===== src/rtl/eq_sweep_pkg.sv =====
// Shared types and defaults for the exhaustive equivalence sweep controller.
package eq_sweep_pkg;

   localparam int unsigned InWDefault    = 12;
   localparam int unsigned OutWDefault   = 4;
   localparam int unsigned SettleDefault = 1;
   localparam int unsigned TimerW        = 4;

   typedef enum logic [1:0] {
      StIdle,
      StWait,
      StCmp,
      StDone
   } sweep_state_e;

endpackage


===== src/rtl/eq_sweep_ctrl_if.sv =====
// Bundle between the sweep controller (master) and the golden/revised netlist bench (slave).
interface eq_sweep_ctrl_if
   import eq_sweep_pkg::*;
#(
   parameter int unsigned IN_W  = InWDefault,
   parameter int unsigned OUT_W = OutWDefault
);

   logic             start_i;
   logic             abort_i;
   logic [IN_W-1:0]  vec_o;
   logic [OUT_W-1:0] golden_i;
   logic [OUT_W-1:0] revised_i;
   logic             busy_o;
   logic             done_o;
   logic             pass_o;
   logic [IN_W-1:0]  fail_vec_o;
   logic [OUT_W-1:0] fail_diff_o;
   logic [IN_W:0]    mis_cnt_o;

   modport master (
      input  start_i, abort_i, golden_i, revised_i,
      output vec_o, busy_o, done_o, pass_o, fail_vec_o, fail_diff_o, mis_cnt_o
   );

   modport slave (
      output start_i, abort_i, golden_i, revised_i,
      input  vec_o, busy_o, done_o, pass_o, fail_vec_o, fail_diff_o, mis_cnt_o
   );

endinterface


===== src/rtl/eq_sweep_timer.sv =====
// Loadable down-counter used as the per-vector settle timer; expire flags a count of one.
module eq_sweep_timer
   import eq_sweep_pkg::*;
(
   input  logic              clk,
   input  logic              rst_n,
   input  logic              load,
   input  logic [TimerW-1:0] load_val,
   input  logic              dec,
   output logic [TimerW-1:0] value,
   output logic              expire
);

   logic [TimerW-1:0] value_q;

   always_ff @(posedge clk or negedge rst_n) begin
      if (!rst_n) begin
         value_q <= '0;
      end else if (load) begin
         value_q <= load_val;
      end else if (dec && (value_q != '0)) begin
         value_q <= value_q - TimerW'(1);
      end
   end

   assign value  = value_q;
   assign expire = (value_q == TimerW'(1));

endmodule


===== src/rtl/eq_sweep_ctrl.sv =====
// Exhaustive-stimulus sweep controller comparing golden vs revised netlist responses.
// Optional build macro EQ_SWEEP_EARLY_STOP_EN ends the sweep at the first mismatch.
module eq_sweep_ctrl
   import eq_sweep_pkg::*;
#(
   parameter int unsigned IN_W   = InWDefault,
   parameter int unsigned OUT_W  = OutWDefault,
   parameter int unsigned SETTLE = SettleDefault
) (
   input logic             clk,
   input logic             rst_n,
   eq_sweep_ctrl_if.master bus
);

   localparam int unsigned       CntW      = IN_W + 1;
   localparam logic [TimerW-1:0] SettleVal = TimerW'(SETTLE);
   localparam logic [IN_W-1:0]   VecLast   = '1;

   sweep_state_e     state_q;
   logic [IN_W-1:0]  vec_q;
   logic [IN_W-1:0]  fail_vec_q;
   logic [OUT_W-1:0] fail_diff_q;
   logic [CntW-1:0]  mis_cnt_q;
   logic             busy_q;
   logic             done_q;
   logic             pass_q;
   logic             first_seen_q;

   logic [OUT_W-1:0]  diff;
   logic              mismatch;
   logic [CntW-1:0]   mis_cnt_nxt;
   logic              last_vec;
   logic              stop_now;
   logic              in_sweep;
   logic              tmr_load;
   logic              tmr_dec;
   logic              tmr_expire;
   logic [TimerW-1:0] tmr_value;

   assign diff        = bus.golden_i ^ bus.revised_i;
   assign mismatch    = (diff != '0);
   assign mis_cnt_nxt = mis_cnt_q + CntW'(mismatch);
   assign last_vec    = (vec_q == VecLast);
   assign in_sweep    = (state_q == StWait) || (state_q == StCmp);

`ifdef EQ_SWEEP_EARLY_STOP_EN
   assign stop_now = last_vec || mismatch;
`else
   assign stop_now = last_vec;
`endif

   assign tmr_load = ((state_q == StIdle) && bus.start_i) || ((state_q == StCmp) && !stop_now);
   assign tmr_dec  = (state_q == StWait);

   eq_sweep_timer u_timer (
      .clk      (clk),
      .rst_n    (rst_n),
      .load     (tmr_load),
      .load_val (SettleVal),
      .dec      (tmr_dec),
      .value    (tmr_value),
      .expire   (tmr_expire)
   );

   always_ff @(posedge clk or negedge rst_n) begin
      if (!rst_n) begin
         state_q      <= StIdle;
         vec_q        <= '0;
         fail_vec_q   <= '0;
         fail_diff_q  <= '0;
         mis_cnt_q    <= '0;
         busy_q       <= 1'b0;
         done_q       <= 1'b0;
         pass_q       <= 1'b0;
         first_seen_q <= 1'b0;
      end else begin
         done_q <= 1'b0;
         // Abort beats any same-cycle compare; captured results are left untouched.
         if (in_sweep && bus.abort_i) begin
            state_q <= StIdle;
            vec_q   <= '0;
            busy_q  <= 1'b0;
         end else begin
            unique case (state_q)
               StIdle: begin
                  if (bus.start_i) begin
                     vec_q        <= '0;
                     mis_cnt_q    <= '0;
                     fail_vec_q   <= '0;
                     fail_diff_q  <= '0;
                     pass_q       <= 1'b0;
                     first_seen_q <= 1'b0;
                     busy_q       <= 1'b1;
                     state_q      <= (SETTLE == 0) ? StCmp : StWait;
                  end
               end
               StWait: begin
                  if (tmr_expire || (tmr_value == '0)) begin
                     state_q <= StCmp;
                  end
               end
               StCmp: begin
                  mis_cnt_q <= mis_cnt_nxt;
                  if (mismatch && !first_seen_q) begin
                     fail_vec_q   <= vec_q;
                     fail_diff_q  <= diff;
                     first_seen_q <= 1'b1;
                  end
                  if (stop_now) begin
                     state_q <= StDone;
                     busy_q  <= 1'b0;
                     done_q  <= 1'b1;
                     pass_q  <= (mis_cnt_nxt == '0);
                  end else begin
                     vec_q   <= vec_q + IN_W'(1);
                     state_q <= (SETTLE == 0) ? StCmp : StWait;
                  end
               end
               StDone: begin
                  state_q <= StIdle;
               end
               default: begin
                  state_q <= StIdle;
               end
            endcase
         end
      end
   end

   assign bus.vec_o       = vec_q;
   assign bus.busy_o      = busy_q;
   assign bus.done_o      = done_q;
   assign bus.pass_o      = pass_q;
   assign bus.fail_vec_o  = fail_vec_q;
   assign bus.fail_diff_o = fail_diff_q;
   assign bus.mis_cnt_o   = mis_cnt_q;

endmodule

===== src/flat_wrapper.sv =====
// flat-port wrapper written by rule: the top's interface ports become plain ports
module eq_sweep_ctrl_flat import eq_sweep_pkg::*;
#(
   parameter int unsigned IN_W   = InWDefault,
   parameter int unsigned OUT_W  = OutWDefault,
   parameter int unsigned SETTLE = SettleDefault
)
  (clk, rst_n, bus_start_i, bus_abort_i, bus_golden_i, bus_revised_i, bus_vec_o, bus_busy_o, bus_done_o, bus_pass_o, bus_fail_vec_o, bus_fail_diff_o, bus_mis_cnt_o);
  eq_sweep_ctrl_if #(.IN_W(IN_W), .OUT_W(OUT_W)) bus_i ();
  input logic clk;
  input logic rst_n;
  input wire logic [$bits(bus_i.start_i)-1:0] bus_start_i;
  input wire logic [$bits(bus_i.abort_i)-1:0] bus_abort_i;
  input wire logic [$bits(bus_i.golden_i)-1:0] bus_golden_i;
  input wire logic [$bits(bus_i.revised_i)-1:0] bus_revised_i;
  output wire logic [$bits(bus_i.vec_o)-1:0] bus_vec_o;
  output wire logic [$bits(bus_i.busy_o)-1:0] bus_busy_o;
  output wire logic [$bits(bus_i.done_o)-1:0] bus_done_o;
  output wire logic [$bits(bus_i.pass_o)-1:0] bus_pass_o;
  output wire logic [$bits(bus_i.fail_vec_o)-1:0] bus_fail_vec_o;
  output wire logic [$bits(bus_i.fail_diff_o)-1:0] bus_fail_diff_o;
  output wire logic [$bits(bus_i.mis_cnt_o)-1:0] bus_mis_cnt_o;
  assign bus_i.start_i = bus_start_i;
  assign bus_i.abort_i = bus_abort_i;
  assign bus_i.golden_i = bus_golden_i;
  assign bus_i.revised_i = bus_revised_i;
  assign bus_vec_o = bus_i.vec_o;
  assign bus_busy_o = bus_i.busy_o;
  assign bus_done_o = bus_i.done_o;
  assign bus_pass_o = bus_i.pass_o;
  assign bus_fail_vec_o = bus_i.fail_vec_o;
  assign bus_fail_diff_o = bus_i.fail_diff_o;
  assign bus_mis_cnt_o = bus_i.mis_cnt_o;
  eq_sweep_ctrl #(.IN_W(IN_W), .OUT_W(OUT_W), .SETTLE(SETTLE)) u_core (.clk(clk), .rst_n(rst_n), .bus(bus_i));
endmodule

===== config.mk =====
export PLATFORM = sky130hd
export DESIGN_NAME = eq_sweep_ctrl_flat
export DESIGN_NICKNAME = d
export VERILOG_FILES = /design/src/rtl/eq_sweep_pkg.sv /design/src/rtl/eq_sweep_ctrl_if.sv /design/src/rtl/eq_sweep_timer.sv /design/src/rtl/eq_sweep_ctrl.sv /design/src/flat_wrapper.sv
export SDC_FILE = /design/constraint.sdc
export NUM_CORES = 1
export LEC_CHECK = 0
export CAP_MARGIN = 25
export CORE_MARGIN = 1.5
export CORE_UTILIZATION = 40
export DETAILED_ROUTE_END_ITERATION = 16
export SLEW_MARGIN = 15
export SYNTH_ARGS = -nofsm -noshare
export SYNTH_HDL_FRONTEND = slang
export SYNTH_SLANG_ARGS = --single-unit

===== constraint.sdc =====
create_clock -name clk -period 3.65 [get_ports clk]
set_input_delay 0.73 -clock clk [delete_from_list [all_inputs] [get_ports clk]]
set_output_delay 0.73 -clock clk [all_outputs]
set_load 0.01 [all_outputs]

==> flow_metrics.py <==
metrics = {
    "layout": {
        "design_area_mm2": 0.00356,
        "nets": 357,
        "area_delta_synth_final_pct": 18.7,
        "drive_above_1_share_pct": 8.04,
        "num_antenna_cells": 0,
    },
    "route": {
        "ant_nets": 0,
        "met2_length_mm": 3.05,
        "drc": 0,
        "wl_mm": 6.85,
        "vias": 2471,
        "dr.first_iter.drc_count": 92,
        "dr.pass1.iters": 4,
        "top_layer": "met4",
        "avgRoutedWirePerCell_um": 15.7,
        "routed-wl-met3_um": 282,
        "via_per_inst": 5.68,
        "met1_length_mm": 3.45,
    },
    "sta": {
        "rsz0062_at_grt": "false",
        "post-route-min-period_ns": 3.15,
        "drv_slew": 0,
        "slew_headroom_pct": 58.0,
        "setup_violations": 0,
        "finalCritPeriodShare_pct": 86.3,
        "tns_ns": 0,
        "hold_viol_final": 0,
        "tightest_slew_ns": 0.629,
        "max_freq_ghz": 0.317,
        "skew_ns": 0.0107,
    },
    "clock_network": {
        "cts_tree": "built",
        "cts_sinks": 51,
        "worst_skew_pair.late_latency_ns": 0.31,
        "clk_pin_slew_ns": 0.10,
        "h-tree-depth": 2,
        "cts.path.max_buffers": 2,
        "postCtsSetupBuffers": 0,
        "cts.repair.resized": 0,
        "cts.root.buffer_cell": "clkbuf_8",
        "holdBufCountCts": 0,
        "cts_buffers": 5,
    },
    "worst_setup_path": {
        "crit_required_ns": 3.85,
        "crit_slowest_cell": "or4_1",
        "worstPathArrival_ns": 3.34,
        "cpPeakStageDelay_ns": 0.56,
        "cp_max_fo": 3,
        "path_class": "primary input to flip-flop",
        "worstSetupStartpointType": "primary input",
        "critPathBufInv": 1,
        "endpoint_kind": "flip-flop",
        "crit_family": "compound AO/OA/AOI/OAI gates",
        "crit_top_cell": "ha_1",
        "crit_chain": "clkdlybuf4s50_1 > xor2_1 > or4_1 > ha_1 > ha_1 > a211o_1 > a2111oi_0 > a21oi_1 > o41ai_1",
    },
    "min_path": {
        "min_path_type": "primary input to asynchronous set/reset pin",
    },
    "flow_run": {
        "maxCapViolations": 0,
    },
    "logic_synthesis": {
        "synth_top_family_by_area": "compound AO/OA/AOI/OAI gates",
        "synth-simple-area-share_pct": 17.1,
        "synth_mux_area_share_pct": 0.333,
        "netlist_instances": 299,
        "ys_seq_area_share_pct": 42.5,
        "synthAdderAreaFrac_pct": 3.75,
        "syn_avg_cell_area_um2": 10.0,
        "ys_types": 60,
        "synth_nets": 320,
        "synth_edf_count": 0,
        "synth_top_flop_cell": "dfrtp_1",
        "synth_warnings": 0,
        "async_reset_ff_share_pct": 100,
        "synth_area_mm2": 0.00300,
        "synth_xor_area_share_pct": 2.92,
        "ys_seq_elements": 51,
        "synth_compound_area_share_pct": 25.0,
    },
    "die": {
        "start_util_pct": 41.4,
        "die-area_mm2": 0.00803,
        "rows": 31,
        "io_pins": 56,
        "core_region_area_mm2": 0.00725,
        "dieWidth_um": 89.6,
        "fp.dieH_um": 89.6,
    },
    "global_routing": {
        "grt_pass1_vias": 2163,
        "grt_max_degree": 35,
        "grt_usage_pct": 17.4,
        "antenna_found_initial": 0,
        "globalRoute.totalOverflow": 0,
        "grt_pass1_wl_mm": 11.0,
    },
    "place": {
        "port_buffers": 55,
        "dp_hpwl_mm": 4.73,
        "dpl_cell_area_mm2": 0.00348,
        "place_congestion": 0.810,
    },
    "outcome": {
        "outcome": "completed",
    },
    "power_and_ir_drop": {
        "leakagePower_nw": 1.53,
        "irDropWorstVdd_mv": 0.237,
        "finalPower_mw": 1.82,
        "power.density_mw_per_mm2": 511,
    },
}
-- cell families after synthesis --
group	Yosys count
compound gates	100
xor+xnor	10
fa+ha+maj	9
buf+inv	38
flops	51
mux	1
simple gates	90
-- routing by layer --
layer | vias up | global-route usage [%]
met3 | 6 | 3.20
met2 | 64 | 26.3
li1 | 1199 | -
met5 | - | 0
met1 | 1202 | 26.0
met4 | 0 | 3.92
-- placed cells by master, fill, tap and decap left out, types with 7 or more instances in the layout --
cell and instances:
a21oi_1 9, a22o_1 21, clkdlybuf4s50_1 54, dfrtp_1 51
ha_1 9, inv_1 10, nand2_1 12, nand3_1 14
nor2_1 19, nor3_1 7, o21ai_0 17, o31ai_1 15
-- state kept, by name, summed over array words and instances (netlist names) --
signal	cells
u_core.bus.vec_o	12
u_core.u_timer.value	4
u_core.bus.busy_o	1
u_core.bus.fail_vec_o	12
u_core.bus.done_o	1
u_core.first_seen_q	1
u_core.state_q	2
u_core.bus.fail_diff_o	4
u_core.bus.pass_o	1
u_core.bus.mis_cnt_o	13
-- cells in the mapped netlist, drive strengths merged (3+ instances only) --
master	count	area, µm²
or3b	3	26.3
o21ai	19	95.1
xnor2	4	35.0
nand2b	4	32.5
nand4	6	43.8
o31ai	16	125
clkbuf	11	47.5
nand3	14	70.1
nor2	20	82.6
ha	9	113
a22o	21	184
a21o	6	45.0
and3	3	18.8
a31oi	5	31.3
a21oi	9	45.0
buf	17	165
inv	10	37.5
nand2	12	45.0
o41ai	5	58.8
xor2	6	52.6
o31a	3	26.3
and4	3	28.8
nor3	7	35.0
nor4	7	50.1
dfrtp	51	1280
or3	4	25.0
-- metrics by stage --
stage	utilization [%]	hold slack, ns	std cells	worst slack, ns
finish	49.1	0.339	435	0.500
global route	49.1	0.366	435	0.304
CTS	49.1	0.344	435	0.508
detailed placement	48.0	0.471	428	0.220
global placement	48.0	0.461	428	0.237
floorplan	-	0.434	299	0.675
-- final cells by class --
class,instances,area [µm²]
fill,683,3690
multi-input combinational,210,1480
sequential,51,1280
timing repair buffer,58,568
tap,99,124
clock buffer,5,68.8
inverter,10,37.5
clock inverter,2,13.8
-- power by group --
group / internal (mW) / switching [mW]
Sequential: 0.640 / 0.0625
Combinational: 0.330 / 0.459
Clock: 0.132 / 0.197
Total: 1.10 / 0.718
-- path summary, 6_finish.rpt --
check                      depth (start not counted)                            start  slack [ns]                                     to
max in group asynchronous                          2                            rst_n        2.52        u_core.bus.vec_o[5]$_DFFE_PN0P_
hold / removal                                     1                            rst_n        0.34    u_core.bus.mis_cnt_o[8]$_DFFE_PN0P_
setup / recovery                                   9                 bus_revised_i[3]        0.50          u_core.bus.pass_o$_DFFE_PN0P_
setup reg to reg                                   6    u_core.state_q[0]$_DFFE_PN0P_        1.16  u_core.bus.fail_diff_o[2]$_DFFE_PN0P_
min in group clk                                   1  u_core.first_seen_q$_DFFE_PN0P_        0.49        u_core.first_seen_q$_DFFE_PN0P_
hold reg to reg                                    1  u_core.first_seen_q$_DFFE_PN0P_        0.49        u_core.first_seen_q$_DFFE_PN0P_
Power figures use the tool's default switching activity.
